**config.mk**
```make
export PLATFORM = sky130hd
export DESIGN_NAME = seg7_scan4
export DESIGN_NICKNAME = d
export VERILOG_FILES = /design/src/rtl/seg7_scan4.sv
export SDC_FILE = /design/constraint.sdc
export NUM_CORES = 1
export LEC_CHECK = 0
export ABC_AREA = 1
export CAP_MARGIN = 30
export CORE_MARGIN = 3
export CORE_UTILIZATION = 46
export DETAILED_ROUTE_END_ITERATION = 16
export PLACE_DENSITY = 0.67
export SKIP_LAST_GASP = 1
export SLEW_MARGIN = 5
export SYNTH_ARGS = -nofsm -noshare
export SYNTH_HDL_FRONTEND = slang
export SYNTH_SLANG_ARGS = --single-unit
export TNS_END_PERCENT = 5
```
**constraint.sdc**
```tcl
create_clock -name clk -period 4.9 [get_ports clk]
set_clock_uncertainty 0.15 [all_clocks]
set_input_delay 0.98 -clock clk [delete_from_list [all_inputs] [get_ports clk]]
set_output_delay 0.98 -clock clk [all_outputs]
set_load 0.02 [all_outputs]
```
**src/rtl/seg7_scan4.sv**
```systemverilog
// Four-digit multiplexed 7-segment driver: hex decode, leading-zero blanking,
// and a pending register that commits new values only at frame boundaries.
module seg7_scan4 #(
    parameter int SCAN_DIV    = 10000,
    parameter bit SEG_ACT_LOW = 1'b1,
    parameter bit DIG_ACT_LOW = 1'b1,
    parameter bit BLANK_LZ    = 1'b1
) (
    input  logic        clk,
    input  logic        rst_n,
    input  logic        en,
    input  logic        wr,
    input  logic [15:0] data,
    output logic [6:0]  ss,
    output logic [4:1]  dig,
    output logic        pend,
    output logic        frame
);

    localparam int                 DIV_W   = (SCAN_DIV > 2) ? $clog2(SCAN_DIV) : 1;
    localparam logic [DIV_W-1:0]   DIV_MAX = DIV_W'(SCAN_DIV - 1);
    localparam logic [6:0]         SS_OFF  = SEG_ACT_LOW ? 7'h7F : 7'h00;
    localparam logic [3:0]         DIG_OFF = DIG_ACT_LOW ? 4'hF : 4'h0;

    // Active-low segment pattern (bit0 = a ... bit6 = g) for one hex nibble.
    function automatic logic [6:0] hex_to_seg(input logic [3:0] nib);
        logic [6:0] seg;
        case (nib)
            4'h0:    seg = 7'h40;
            4'h1:    seg = 7'h79;
            4'h2:    seg = 7'h24;
            4'h3:    seg = 7'h30;
            4'h4:    seg = 7'h19;
            4'h5:    seg = 7'h12;
            4'h6:    seg = 7'h02;
            4'h7:    seg = 7'h78;
            4'h8:    seg = 7'h00;
            4'h9:    seg = 7'h10;
            4'hA:    seg = 7'h08;
            4'hB:    seg = 7'h03;
            4'hC:    seg = 7'h46;
            4'hD:    seg = 7'h21;
            4'hE:    seg = 7'h06;
            4'hF:    seg = 7'h0E;
            default: seg = 7'h7F;
        endcase
        return seg;
    endfunction

    logic [DIV_W-1:0] div_cnt_q, div_cnt_d;
    logic [1:0]       idx_q, idx_d;
    logic [15:0]      disp_val_q, disp_val_d;
    logic [15:0]      pend_val_q, pend_val_d;
    logic             pend_q, pend_d;
    logic             frame_q, frame_d;
    logic [6:0]       ss_q, ss_d;
    logic [4:1]       dig_q, dig_d;

    logic             tick_s;
    logic             boundary_s;
    logic [3:0]       nib_s;
    logic             lead_zero_s;
    logic [6:0]       seg_raw_s;
    logic [3:0]       dig_raw_s;

    // Next-state logic for the divider, scan index, pending/commit path and outputs.
    always_comb begin
        div_cnt_d  = div_cnt_q;
        idx_d      = idx_q;
        disp_val_d = disp_val_q;
        pend_val_d = pend_val_q;
        pend_d     = pend_q;

        tick_s     = en && (div_cnt_q == DIV_MAX);
        boundary_s = tick_s && (idx_q == 2'd3);
        frame_d    = boundary_s;

        if (tick_s) begin
            div_cnt_d = '0;
            idx_d     = idx_q + 2'd1;
        end else if (en) begin
            div_cnt_d = div_cnt_q + 1'b1;
        end else begin
            div_cnt_d = div_cnt_q;
        end

        if (wr) begin
            pend_val_d = data;
        end else begin
            pend_val_d = pend_val_q;
        end

        // A strobe landing on the boundary itself goes straight to the display.
        if (boundary_s) begin
            pend_d = 1'b0;
            if (wr) begin
                disp_val_d = data;
            end else if (pend_q) begin
                disp_val_d = pend_val_q;
            end else begin
                disp_val_d = disp_val_q;
            end
        end else if (wr) begin
            pend_d = 1'b1;
        end else begin
            pend_d = pend_q;
        end

        case (idx_q)
            2'd0: begin
                nib_s       = disp_val_q[15:12];
                lead_zero_s = (disp_val_q[15:12] == 4'h0);
            end
            2'd1: begin
                nib_s       = disp_val_q[11:8];
                lead_zero_s = (disp_val_q[15:8] == 8'h00);
            end
            2'd2: begin
                nib_s       = disp_val_q[7:4];
                lead_zero_s = (disp_val_q[15:4] == 12'h000);
            end
            default: begin
                nib_s       = disp_val_q[3:0];
                lead_zero_s = 1'b0;
            end
        endcase

        if (BLANK_LZ && lead_zero_s) begin
            seg_raw_s = 7'h7F;
        end else begin
            seg_raw_s = hex_to_seg(nib_s);
        end
        ss_d      = SEG_ACT_LOW ? seg_raw_s : ~seg_raw_s;
        dig_raw_s = 4'b0001 << idx_q;
        dig_d     = DIG_ACT_LOW ? ~dig_raw_s : dig_raw_s;
    end

    // State and registered outputs with synchronous active-low reset.
    always_ff @(posedge clk) begin
        if (!rst_n) begin
            div_cnt_q  <= '0;
            idx_q      <= 2'd0;
            disp_val_q <= 16'h0000;
            pend_val_q <= 16'h0000;
            pend_q     <= 1'b0;
            frame_q    <= 1'b0;
            ss_q       <= SS_OFF;
            dig_q      <= DIG_OFF;
        end else begin
            div_cnt_q  <= div_cnt_d;
            idx_q      <= idx_d;
            disp_val_q <= disp_val_d;
            pend_val_q <= pend_val_d;
            pend_q     <= pend_d;
            frame_q    <= frame_d;
            ss_q       <= ss_d;
            dig_q      <= dig_d;
        end
    end

    assign ss    = ss_q;
    assign dig   = dig_q;
    assign pend  = pend_q;
    assign frame = frame_q;

endmodule

```
# Word level (Yosys, flattened, before mapping)

Memories as Yosys holds them, arrays and structs flattened. A register that Yosys moved wholly into a read port is not among the register bits.
Index checks and enable logic that the tools add are counted.

Add/subtract/negate cells: 2
Bitwise logic cells: 2
Muxes and demuxes: 4
Shifts and indexed selects: 1
Equal/unequal tests: 4
Reduce and logical (&&, ||, !) cells: 11

Operators by type and width:

| cell                                            | count |
|---|---|
| two-way mux 16 bit                              | 2 |
| adder 14 x 1 -> 14 bit, second input constant   | 1 |
| == test 14 bit, second input constant           | 1 |
| logical NOT 12 bit                              | 1 |
| one-hot mux 4 bit (3 select lines)              | 1 |
| logical NOT 8 bit                               | 1 |
| OR reduction 2 bit                              | 3 |
| == test 2 bit, second input constant            | 2 |
| logical NOT 4 bit                               | 1 |
| inverter 4 bit                                  | 1 |
| << shifter 1 x 2 -> 4 bit, first input constant | 1 |
| one-hot mux 1 bit (3 select lines)              | 1 |
| adder 2 x 1 -> 2 bit, second input constant     | 1 |
| == test 2 x 1 -> 1 bit, second input constant   | 1 |
| logical AND 1 bit                               | 2 |
| logical NOT 2 bit                               | 1 |
| AND reduction 2 bit                             | 1 |
| nonzero test 2 bit                              | 1 |
| inverter 1 bit                                  | 1 |

Input port bits: 20
Memories kept: 1
Output and inout bits: 13
Flip-flop bits (word level): 54
ROM bits: 112

Memories:

| name             | words | bits a word | rd ports | clocked after Yosys merged registers in | wr ports | RTL line | text |
|---|---|---|---|---|---|---|---|
| (name not given) | 16    | 7           | 1        | 1                                       | 0        | 28       | `case (nib)` |

# Logic depth before layout (Yosys ltp)

Gate-level depths: netlist of run 1.

Word-level depth: 4
Gate-level depth with buffers: 11

# Least setup slack after synthesis of run 1

Ideal clock, no wire load.

Path kind: input -> register
Start point: input port wr
End point: register disp_val_q[5]
Setup slack: 2712 ps
Arrival time: 1929 ps
Path buffers: 3
Library setup time: 109 ps
Stages on the path: 8
Required time: 4641 ps
Cell sequence: buf_6 > or2_2 > buf_6 > nand4_4 > buf_6 > nand2_2 > inv_2 > nor2_2

Cells in the longest elaborated chain, start to end: 2
Elaborated cells on any way between the ends: 3
Classes of those cells: 1 x mux; 2 x reduce/logical

Ends and longest elaborated chain:

| what                          | RTL line | text |
|---|---|---|
| from (decl)                   | 12       | `input logic wr,` |
| nonzero test 2 bit (no line)  | --       |  |
| AND reduction 2 bit (no line) | --       |  |
| to (signal assigned)          | 152      | `disp_val_q <= disp_val_d;` |
| to (decl)                     | 52       | `logic [15:0] disp_val_q, disp_val_d;` |

Several ways; a longest one is shown, not always the timed one.
A chain may end at the register's enable or synchronous reset.

# Worst setup path in the final report of run 1

Start point: input port rst_n
End point: register ss_q[4] (netlist: ss[4])

Cells in the longest elaborated chain, start to end: 2

Ends and longest elaborated chain:

| what                         | RTL line | text |
|---|---|---|
| from (decl)                  | 10       | `input logic rst_n,` |
| inverter 1 bit (no line)     | --       |  |
| OR reduction 2 bit (no line) | --       |  |
| to (decl)                    | 56       | `logic [6:0] ss_q, ss_d;` |

No other way between the ends.

==> flow_metrics.py, run 1 <==
metrics = {
    "power_and_ir_drop": {
        "ir_worst_vdd_mv": 0.203,
        "power.leakage_nw": 1.60,
        "power_frac_clock": 0.505,
        "power_frac_seq": 0.444,
        "p_sw_mw": 0.233,
        "power-per-cell-area_nw_per_um2": 320,
        "internal-power_mw": 0.915,
        "swShare": 0.203,
        "power_frac_comb": 0.051,
    },
    "setup_path": {
        "cp_num_buf_inv": 3,
        "rrSetupSlack_ns": 2.53,
        "path_cells": "clkdlybuf4s50_1 > buf_4 > clkinv_1 > a21oi_1 > nand3_1",
        "worstSetupEndpointType": "register",
        "crit_fanout": 25,
        "cp_slowest_cell": "a21oi_1",
        "crit_start": "rst_n",
        "worstSetupPathType": "input pin to register",
        "required_ns": 4.95,
        "r2r_start": "idx_q[0]$_SDFFE_PN0P_",
        "crit_arrival_ns": 2.94,
        "critical_path.max_stage_delay_ns": 0.62,
        "crit_family": "buffers and inverters",
        "critPathLaunchType": "input pin",
    },
    "floorplanning": {
        "start_util": 0.489,
        "die-height_um": 86.7,
        "core_um2": 6130,
        "die_w_um": 86.7,
        "dieArea_um2": 7520,
        "ioPinCount": 33,
        "rows": 28,
    },
    "final_layout": {
        "n_antenna_cell": 0,
        "layout_commonest_cell": "nand2_1",
        "seqCellArea_um2": 1220,
        "area_growth_pct": 19.8,
        "drive_above_1_share": 0.0955,
        "final_cell_mix": "nand2_1 (92), nor2_1 (61), dfxtp_1 (61)",
        "multi_input_area_um2": 1480,
        "n_fill_cell": 584,
        "nets": 466,
    },
    "cts": {
        "cts-buffers-inserted": 9,
        "cts_setup_buffers": 0,
        "cts_buffer_depth": 2,
        "root_buffer": "clkbuf_8",
        "post_cts_resize_count": 0,
        "insertion_delay_ns": 0.35,
        "cts_hold_buffers": 0,
        "cts_sinks": 61,
        "clk_pin_slew_worst_paths_ns": 0.07,
        "tritoncts": "yes",
        "cts_max_level": 3,
    },
    "timing": {
        "hold_ws_ns": 0.334,
        "fin_setup_tns_ns": 0,
        "fin_crit_sh": 0.589,
        "slew_viol_final": 0,
        "rsz0062_at_grt": "no",
        "fmax_ghz": 0.347,
        "period_needed_ns": 2.88,
        "worst_pin_slew_ns": 0.714,
        "setup_viol": 0,
        "max_slew_margin": 0.524,
        "final-hold-violation-count": 0,
    },
    "logic_synthesis": {
        "synth_mux_area_frac": 0.0534,
        "synth_cells": 404,
        "yosys_warnings": 0,
        "yosysUniqueCellTypes": 29,
        "synth_top_family_by_area": "simple AND/OR/NAND/NOR gates",
        "yosys.area_share.simple": 0.335,
        "synthAdderAreaFrac": 0.0459,
        "ys_seq_area_frac": 0.407,
        "syn-num-nets": 435,
        "synth_xor_area_frac": 0.0234,
        "avgSynthCellArea_um2": 7.42,
        "synth_compound_area_frac": 0.0359,
        "synth.ff_latch_count": 61,
        "mappedNetlistArea_um2": 3000,
    },
    "drt": {
        "wire_per_inst_um": 11.5,
        "drt_iter0_markers": 101,
        "drt_drc_violations_left": 0,
        "vias_per_cell": 4.91,
        "ant_nets": 0,
        "vias": 2530,
        "wirelength_um": 5940,
        "firstDrtPassIters": 4,
    },
    "run_status": {
        "status": "finished, final reports clean",
    },
    "global_routing": {
        "grt_max_degree": 26,
        "overflow": 0,
        "antenna_found_initial": 0,
        "grt_pass1_vias": 2434,
        "grt_usage": 0.174,
        "grt_pass1_wl_um": 10300,
    },
    "worst_hold_path": {
        "hp-class": "register to register",
        "hp-start": "div_cnt_q[1]$_SDFFE_PP0P_",
    },
    "placement": {
        "dpl.hpwl_um": 4250,
        "numPortBuffers": 32,
        "gp_congestion": 0.878,
    },
    "job": {
        "drv_cap": 0,
    },
}
## power by group through the flow
stage               Clock, mW  Combinational (mW)  Sequential, mW
floorplan                   0              0.0352           0.522
global placement            0              0.0583           0.521
detailed placement          0              0.0590           0.521
CTS                     0.587              0.0592           0.510
global route            0.609              0.0646           0.511
finish                  0.579              0.0584           0.510
## worst min-delay path: cells and delay by family (launching register included)
family | cells | cell delay (ns)
AO/OA/AOI/OAI | 1 | 0.05
AND/OR/NAND/NOR | 1 | 0.06
flip-flops | 1 | 0.33
## cell usage after synthesis
master    instances  area share
nand4_4           1      0.0071
xnor2_1           2      0.0058
nand4_2           1      0.0042
clkinv_1          2      0.0025
nand2_2          11       0.023
a21oi_1           7       0.012
or2_2             3      0.0063
nand4_1          21       0.044
nor3_4            1      0.0054
buf_2             7       0.012
nor2_1           61       0.076
clkbuf_1          2      0.0025
buf_6             4       0.015
inv_1            49       0.061
o21bai_1          2      0.0050
inv_2             3      0.0038
nor3_1            2      0.0033
dfxtp_1          61        0.41
o21ai_1           1      0.0017
ha_1             11       0.046
nand2_1          92        0.12
o21ai_0           8       0.013
nand3_1          24       0.040
nor2_4            1      0.0038
o22ai_2           1      0.0042
mux2i_1          16       0.053
buf_4             1      0.0025
xor2_1            6       0.018
nor2_2            3      0.0063
## logic make-up after synthesis
kind of cell / Yosys count
buffers and inverters: 68
DFF: 61
adders and majority gates: 11
AOI/OAI and AO/OA: 19
muxes: 16
and+or+nand+nor: 221
xor gates and xnor gates: 8
## metrics by stage
step                cell area, um^2   util  worst slack (ns)  cells  power (mW)
floorplan                      3000      -              2.71    404       0.557
global placement               3330  0.543              1.72    499       0.579
detailed placement             3330  0.543              1.62    499       0.580
CTS                            3590  0.586              1.97    515        1.16
global route                   3590  0.586              1.83    515        1.18
finish                         3590  0.586              2.02    515        1.15
## routing by layer
metal / GRT usage / share of wire / vias to the layer above
li1: - / - / 1328
met1: 0.192 / 0.45 / 1129
met5: 0 / 0 / -
met4: 0.0963 / 0.029 / 0
met3: 0.0551 / 0.047 / 20
met2: 0.297 / 0.48 / 53
## flip-flops by register name, summed over array words and instances, names as in the netlist
| name | count |
|---|---|
| ss | 7 |
| frame | 1 |
| dig | 4 |
| div_cnt_q | 14 |
| pend_val_q | 16 |
| disp_val_q | 16 |
| idx_q | 2 |
| pend | 1 |
## area by class of cell
cell class,count,share of cell area
Sequential cell,61,0.340
Timing Repair Buffer,34,0.0934
Clock buffer,13,0.0470
Inverter,54,0.0564
Tap cell,75,0.0261
Multi-Input combinational cell,275,0.412
Clock inverter,3,0.0251
## path summary, 6_finish.rpt
check | cells past startpoint | end
setup / recovery | 5 | ss[4]$_SDFF_PP1_
setup reg to reg | 11 | ss[6]$_SDFF_PP1_
hold / removal | 2 | div_cnt_q[1]$_SDFFE_PP0P_
hold reg to reg | 2 | div_cnt_q[1]$_SDFFE_PP0P_
No activity file was read; power rests on OpenSTA's default activity.
==> run 2, diff against run 1 <==
- clock period: 4.9 -> 2.7 ns (I/O delays scaled with it)
==> flow_metrics.py, run 2 (same netlist as run 1, synthesis figures left out) <==
metrics = {
    "timing": {
        "period_needed_ns": 2.24,
        "rsz0062_at_grt": "no",
        "fmax_ghz": 0.447,
        "final-hold-violation-count": 0,
        "worst_pin_slew_ns": 0.554,
        "fin_setup_tns_ns": 0,
        "setup_viol": 0,
        "fin_crit_sh": 0.829,
        "slew_viol_final": 0,
        "max_slew_margin": 0.631,
    },
    "power_and_ir_drop": {
        "power.leakage_nw": 1.61,
        "power-per-cell-area_nw_per_um2": 530,
        "ir_worst_vdd_mv": 0.329,
        "finalPower_mw": 1.90,
    },
    "drt": {
        "drt_iter0_markers": 139,
        "firstDrtPassIters": 4,
        "vias": 2538,
        "ant_nets": 0,
        "wire_per_inst_um": 11.5,
        "wirelength_um": 5960,
        "vias_per_cell": 4.88,
        "drt_drc_violations_left": 0,
    },
    "setup_path": {
        "worstSetupPathType": "register to register",
        "crit_arrival_ns": 2.29,
        "path_cells": "inv_1 > ha_1 > nand2_1 > o21ai_0 > o21bai_1 > ha_1 > inv_1 > nand3_1 > nand2_1 > nor2_1 > nand2_1",
        "worstSetupEndpointType": "register",
        "reg2reg_depth": 11,
        "crit_fanout": 6,
        "cp_num_buf_inv": 2,
        "regToRegEndpoint": "ss[5]$_SDFF_PP1_",
        "crit_path_frequent_cell": "nand2_1",
        "required_ns": 2.75,
        "cp_slowest_cell": "dfxtp_1",
        "rrSetupSlack_ns": 0.46,
        "critPathLaunchType": "register",
        "critical_path.max_stage_delay_ns": 0.40,
        "r2r_start": "idx_q[0]$_SDFFE_PN0P_",
        "crit_family": "adder cells",
    },
    "floorplanning": {
        "ioPinCount": 33,
        "rows": 28,
        "die_w_um": 86.7,
        "core_um2": 6130,
        "start_util": 0.489,
        "die-height_um": 86.7,
        "dieArea_um2": 7520,
    },
    "global_routing": {
        "grt_usage": 0.174,
        "grt_pass1_vias": 2457,
        "overflow": 0,
        "antenna_found_initial": 0,
        "grt_pass1_wl_um": 10400,
        "grt_max_degree": 19,
    },
    "final_layout": {
        "fin_area_um2": 3580,
        "fin_util": 0.583,
        "final_cell_mix": "nand2_1 (92), nor2_1 (61), dfxtp_1 (61)",
        "area_growth_pct": 19.3,
        "nets": 471,
        "drive_above_1_share": 0.103,
        "n_antenna_cell": 0,
        "n_fill_cell": 578,
        "top_regs": "disp_val_q: 16 flops, pend_val_q: 16 flops, div_cnt_q: 14 flops",
        "layout_commonest_cell": "nand2_1",
        "fin_cells": 520,
    },
    "worst_hold_path": {
        "hp-class": "register to register",
        "hold-path-cell-count": 2,
        "min_to": "div_cnt_q[1]$_SDFFE_PP0P_",
        "hp-start": "div_cnt_q[1]$_SDFFE_PP0P_",
    },
    "cts": {
        "cts_hold_buffers": 0,
        "cts_max_level": 3,
        "cts_buffer_depth": 2,
        "tritoncts": "yes",
        "cts_sinks": 61,
        "post_cts_resize_count": 0,
        "insertion_delay_ns": 0.34,
        "clk_pin_slew_worst_paths_ns": 0.07,
        "cts_setup_buffers": 0,
        "cts-buffers-inserted": 9,
        "root_buffer": "clkbuf_8",
    },
    "placement": {
        "numPortBuffers": 32,
        "dpl.hpwl_um": 4330,
        "placedCellCount": 504,
        "placed_area_um2": 3370,
        "gp_congestion": 0.845,
    },
    "job": {
        "drv_cap": 0,
    },
    "run_status": {
        "status": "finished, final reports clean",
    },
}
[run 2: power breakdown]
part           internal (mW)  switching, mW  leakage (nW)
Sequential             0.919        0.00698         0.496
Clock                  0.515          0.344         0.107
Combinational         0.0547         0.0559          1.00
[run 2: routing by layer]
| layer | vias to the layer above | wire [um] | track usage |
|---|---|---|---|
| li1 | 1338 | - | - |
| met1 | 1146 | 2700 | 0.201 |
| met2 | 44 | 2920 | 0.298 |
| met3 | 10 | 243 | 0.0627 |
| met4 | 0 | 100 | 0.0567 |
| met5 | - | 0 | 0 |
[run 2: layout make-up]
| cell class | instances | area [um^2] | share of cell area |
|---|---|---|---|
| sequential | 61 | 1220 | 0.341 |
| tap | 75 | 93.8 | 0.0262 |
| clock inverter | 5 | 75.1 | 0.0210 |
| inverter | 54 | 203 | 0.0567 |
| clock buffer | 11 | 131 | 0.0367 |
| multi-input combinational | 275 | 1480 | 0.414 |
| timing repair buffer | 39 | 373 | 0.104 |
[run 2: tightest hold or removal path, stage by stage, from the launching register on]
cell and delay (ns):
dfxtp_1 0.33, nand2_1 0.07, a21oi_1 0.05
[run 2: worst max path at each step]
stage | from | to | slack [ns] | cells past startpoint
floorplan | idx_q[0]$_SDFFE_PN0P_ | ss[6]$_SDFF_PP1_ | 0.66 | 11
detailed placement | en | disp_val_q[15]$_SDFFE_PN0P_ | 0.24 | 8
global route | idx_q[0]$_SDFFE_PN0P_ | ss[6]$_SDFF_PP1_ | 0.31 | 11
CTS | idx_q[0]$_SDFFE_PN0P_ | ss[6]$_SDFF_PP1_ | 0.51 | 11
finish | idx_q[0]$_SDFFE_PN0P_ | ss[5]$_SDFF_PP1_ | 0.46 | 11
global placement | en | disp_val_q[13]$_SDFFE_PN0P_ | 0.30 | 8
[run 2: through the flow]
step                hold slack (ns)  worst slack [ns]
CTS                           0.344             0.507
global placement              0.323             0.302
floorplan                     0.306             0.658
finish                        0.338             0.462
detailed placement            0.328             0.243
global route                  0.369             0.313
==> run 3, diff against run 2 <==
- PLACE_DENSITY: 0.67 -> 0.7
- clock period: 2.7 -> 1.8 ns (I/O delays scaled with it)
==> flow_metrics.py, run 3 (same netlist as run 1, synthesis figures left out) <==
metrics = {
    "final_layout": {
        "top_regs": "disp_val_q: 16 flops, pend_val_q: 16 flops, div_cnt_q: 14 flops",
        "fin_util": 0.663,
        "final_cell_mix": "nand2_1 (81), dfxtp_1 (59), nor2_1 (56)",
        "layout_commonest_cell": "nand2_1",
        "area_growth_pct": 35.7,
        "nets": 504,
        "drive_above_1_share": 0.237,
        "n_antenna_cell": 0,
    },
    "drt": {
        "ant_nets": 0,
        "drt_iter0_markers": 154,
        "vias_per_cell": 4.97,
        "firstDrtPassIters": 5,
        "wirelength_um": 6600,
        "wire_per_inst_um": 11.9,
        "drt_drc_violations_left": 0,
        "vias": 2746,
    },
    "run_status": {
        "status": "finished, violations left",
        "violations": "setup timing",
    },
    "power_and_ir_drop": {
        "power-per-cell-area_nw_per_um2": 664,
        "swShare": 0.224,
        "power_frac_comb": 0.067,
        "power.leakage_nw": 1.78,
        "power_frac_seq": 0.513,
        "p_sw_mw": 0.605,
        "internal-power_mw": 2.10,
        "power_frac_clock": 0.419,
        "ir_worst_vdd_mv": 0.450,
    },
    "global_routing": {
        "grt_max_degree": 21,
        "overflow": 0,
        "antenna_found_initial": 0,
        "grt_usage": 0.191,
        "grt_pass1_vias": 2649,
        "grt_pass1_wl_um": 11400,
    },
    "floorplanning": {
        "rows": 28,
        "start_util": 0.489,
        "die_w_um": 86.7,
        "dieArea_um2": 7520,
        "die-height_um": 86.7,
        "ioPinCount": 33,
        "core_um2": 6130,
    },
    "setup_path": {
        "required_ns": 1.92,
        "cp_slowest_cell": "dfxtp_2",
        "path_cells": "inv_2 > ha_4 > inv_1 > o21ai_2 > nor2_2 > nor2_4 > ha_4 > nand2_2 > nor2_2 > nor2_2 > nand2_1",
        "crit_family": "simple AND/OR/NAND/NOR gates",
        "crit_fanout": 4,
        "crit_path_frequent_cell": "nor2_2",
        "critical_path.max_stage_delay_ns": 0.34,
        "worstSetupPathType": "register to register",
        "cp_num_buf_inv": 2,
        "crit_arrival_ns": 1.94,
        "worstSetupEndpointType": "register",
        "critPathLaunchType": "register",
    },
    "timing": {
        "rsz0062_at_grt": "yes",
        "setup_viol": 3,
        "fin_crit_sh": 1.01,
        "slew_viol_final": 0,
        "finalWorstSetupSlack_ns": -0.0189,
        "final-hold-violation-count": 0,
        "period_needed_ns": 1.82,
        "max_slew_margin": 0.782,
        "fmax_ghz": 0.550,
        "hold_ws_ns": 0.338,
        "worst_pin_slew_ns": 0.318,
    },
    "worst_hold_path": {
        "hp-class": "register to register",
    },
    "cts": {
        "root_buffer": "clkbuf_8",
        "tritoncts": "yes",
        "insertion_delay_ns": 0.33,
        "cts_sinks": 61,
        "clk_pin_slew_worst_paths_ns": 0.07,
        "cts_max_level": 3,
        "cts_buffer_depth": 2,
        "cts-buffers-inserted": 9,
    },
    "placement": {
        "dpl.hpwl_um": 4530,
        "post-place-ws_ns": -0.175,
        "numPortBuffers": 32,
        "gp_congestion": 0.847,
    },
    "job": {
        "drv_cap": 0,
    },
}
==> run 3: layout make-up <==
| cell class | instances | area, um^2 |
|---|---|---|
| repair buffers | 72 | 677 |
| multi-input cells | 275 | 1680 |
| clock inverters | 5 | 52.6 |
| inverters | 54 | 213 |
| fillers | 504 | 2060 |
| well taps | 75 | 93.8 |
| clock buffers | 10 | 128 |
| flip-flops and latches | 61 | 1230 |
==> run 3: stage by stage <==
stage | TNS, ns | total power [mW] | std cells | area [um^2]
5_1_grt | -0.705 | 2.82 | 552 | 4070
4_1_cts | -0.0177 | 2.73 | 551 | 3960
2_1_floorplan | -0.00434 | 1.52 | 404 | 3010
6_report | -0.0409 | 2.70 | 552 | 4070
3_5_place_dp | -4.51 | 1.60 | 532 | 3630
3_3_place_gp | -3.76 | 1.60 | 532 | 3630
==> run 3: worst reg2reg max path: cells and delay by family, from the launching register on <==
| family | cells | cell delay [ns] |
|---|---|---|
| simple gates | 6 | 0.57 |
| flops | 1 | 0.34 |
| fa+ha+maj | 2 | 0.34 |
| compound gates | 1 | 0.20 |
| buf+inv | 2 | 0.15 |
==> run 3: worst paths after layout <==
path                              from                         to  slack (ns)  depth (start not counted)
max              idx_q[1]$_SDFFE_PN0P_           ss[5]$_SDFF_PP1_       -0.02                         11
min          div_cnt_q[8]$_SDFFE_PP0P_  div_cnt_q[8]$_SDFFE_PP0P_        0.34                          2
max reg2reg      idx_q[1]$_SDFFE_PN0P_           ss[5]$_SDFF_PP1_       -0.02                         11
min reg2reg  div_cnt_q[8]$_SDFFE_PP0P_  div_cnt_q[8]$_SDFFE_PP0P_        0.34                          2
==> run 3: layer usage <==
| metal | GRT usage | vias to the layer above | part of all wire |
|---|---|---|---|
| li1 | - | 1404 | - |
| met1 | 0.211 | 1238 | 0.42 |
| met2 | 0.341 | 77 | 0.50 |
| met3 | 0.0361 | 27 | 0.043 |
| met4 | 0.108 | 0 | 0.037 |
| met5 | 0 | - | 0 |
==> run 3: what timing repair did <==
action                                  in CTS  in global routing
resized for setup                           29                 25
setup buffers                                4                  1
pin swaps                                    7                 15
endpoints found under the setup margin       7                 12
hold buffers                                 0                  0
==> run 3: power groups by stage <==
stage / Clock [mW] / Combinational (mW) / Sequential, mW
detailed placement: 0 / 0.184 / 1.42
CTS: 1.16 / 0.184 / 1.39
finish: 1.13 / 0.182 / 1.39
floorplan: 0 / 0.0959 / 1.42
global placement: 0 / 0.180 / 1.42
global route: 1.23 / 0.201 / 1.39
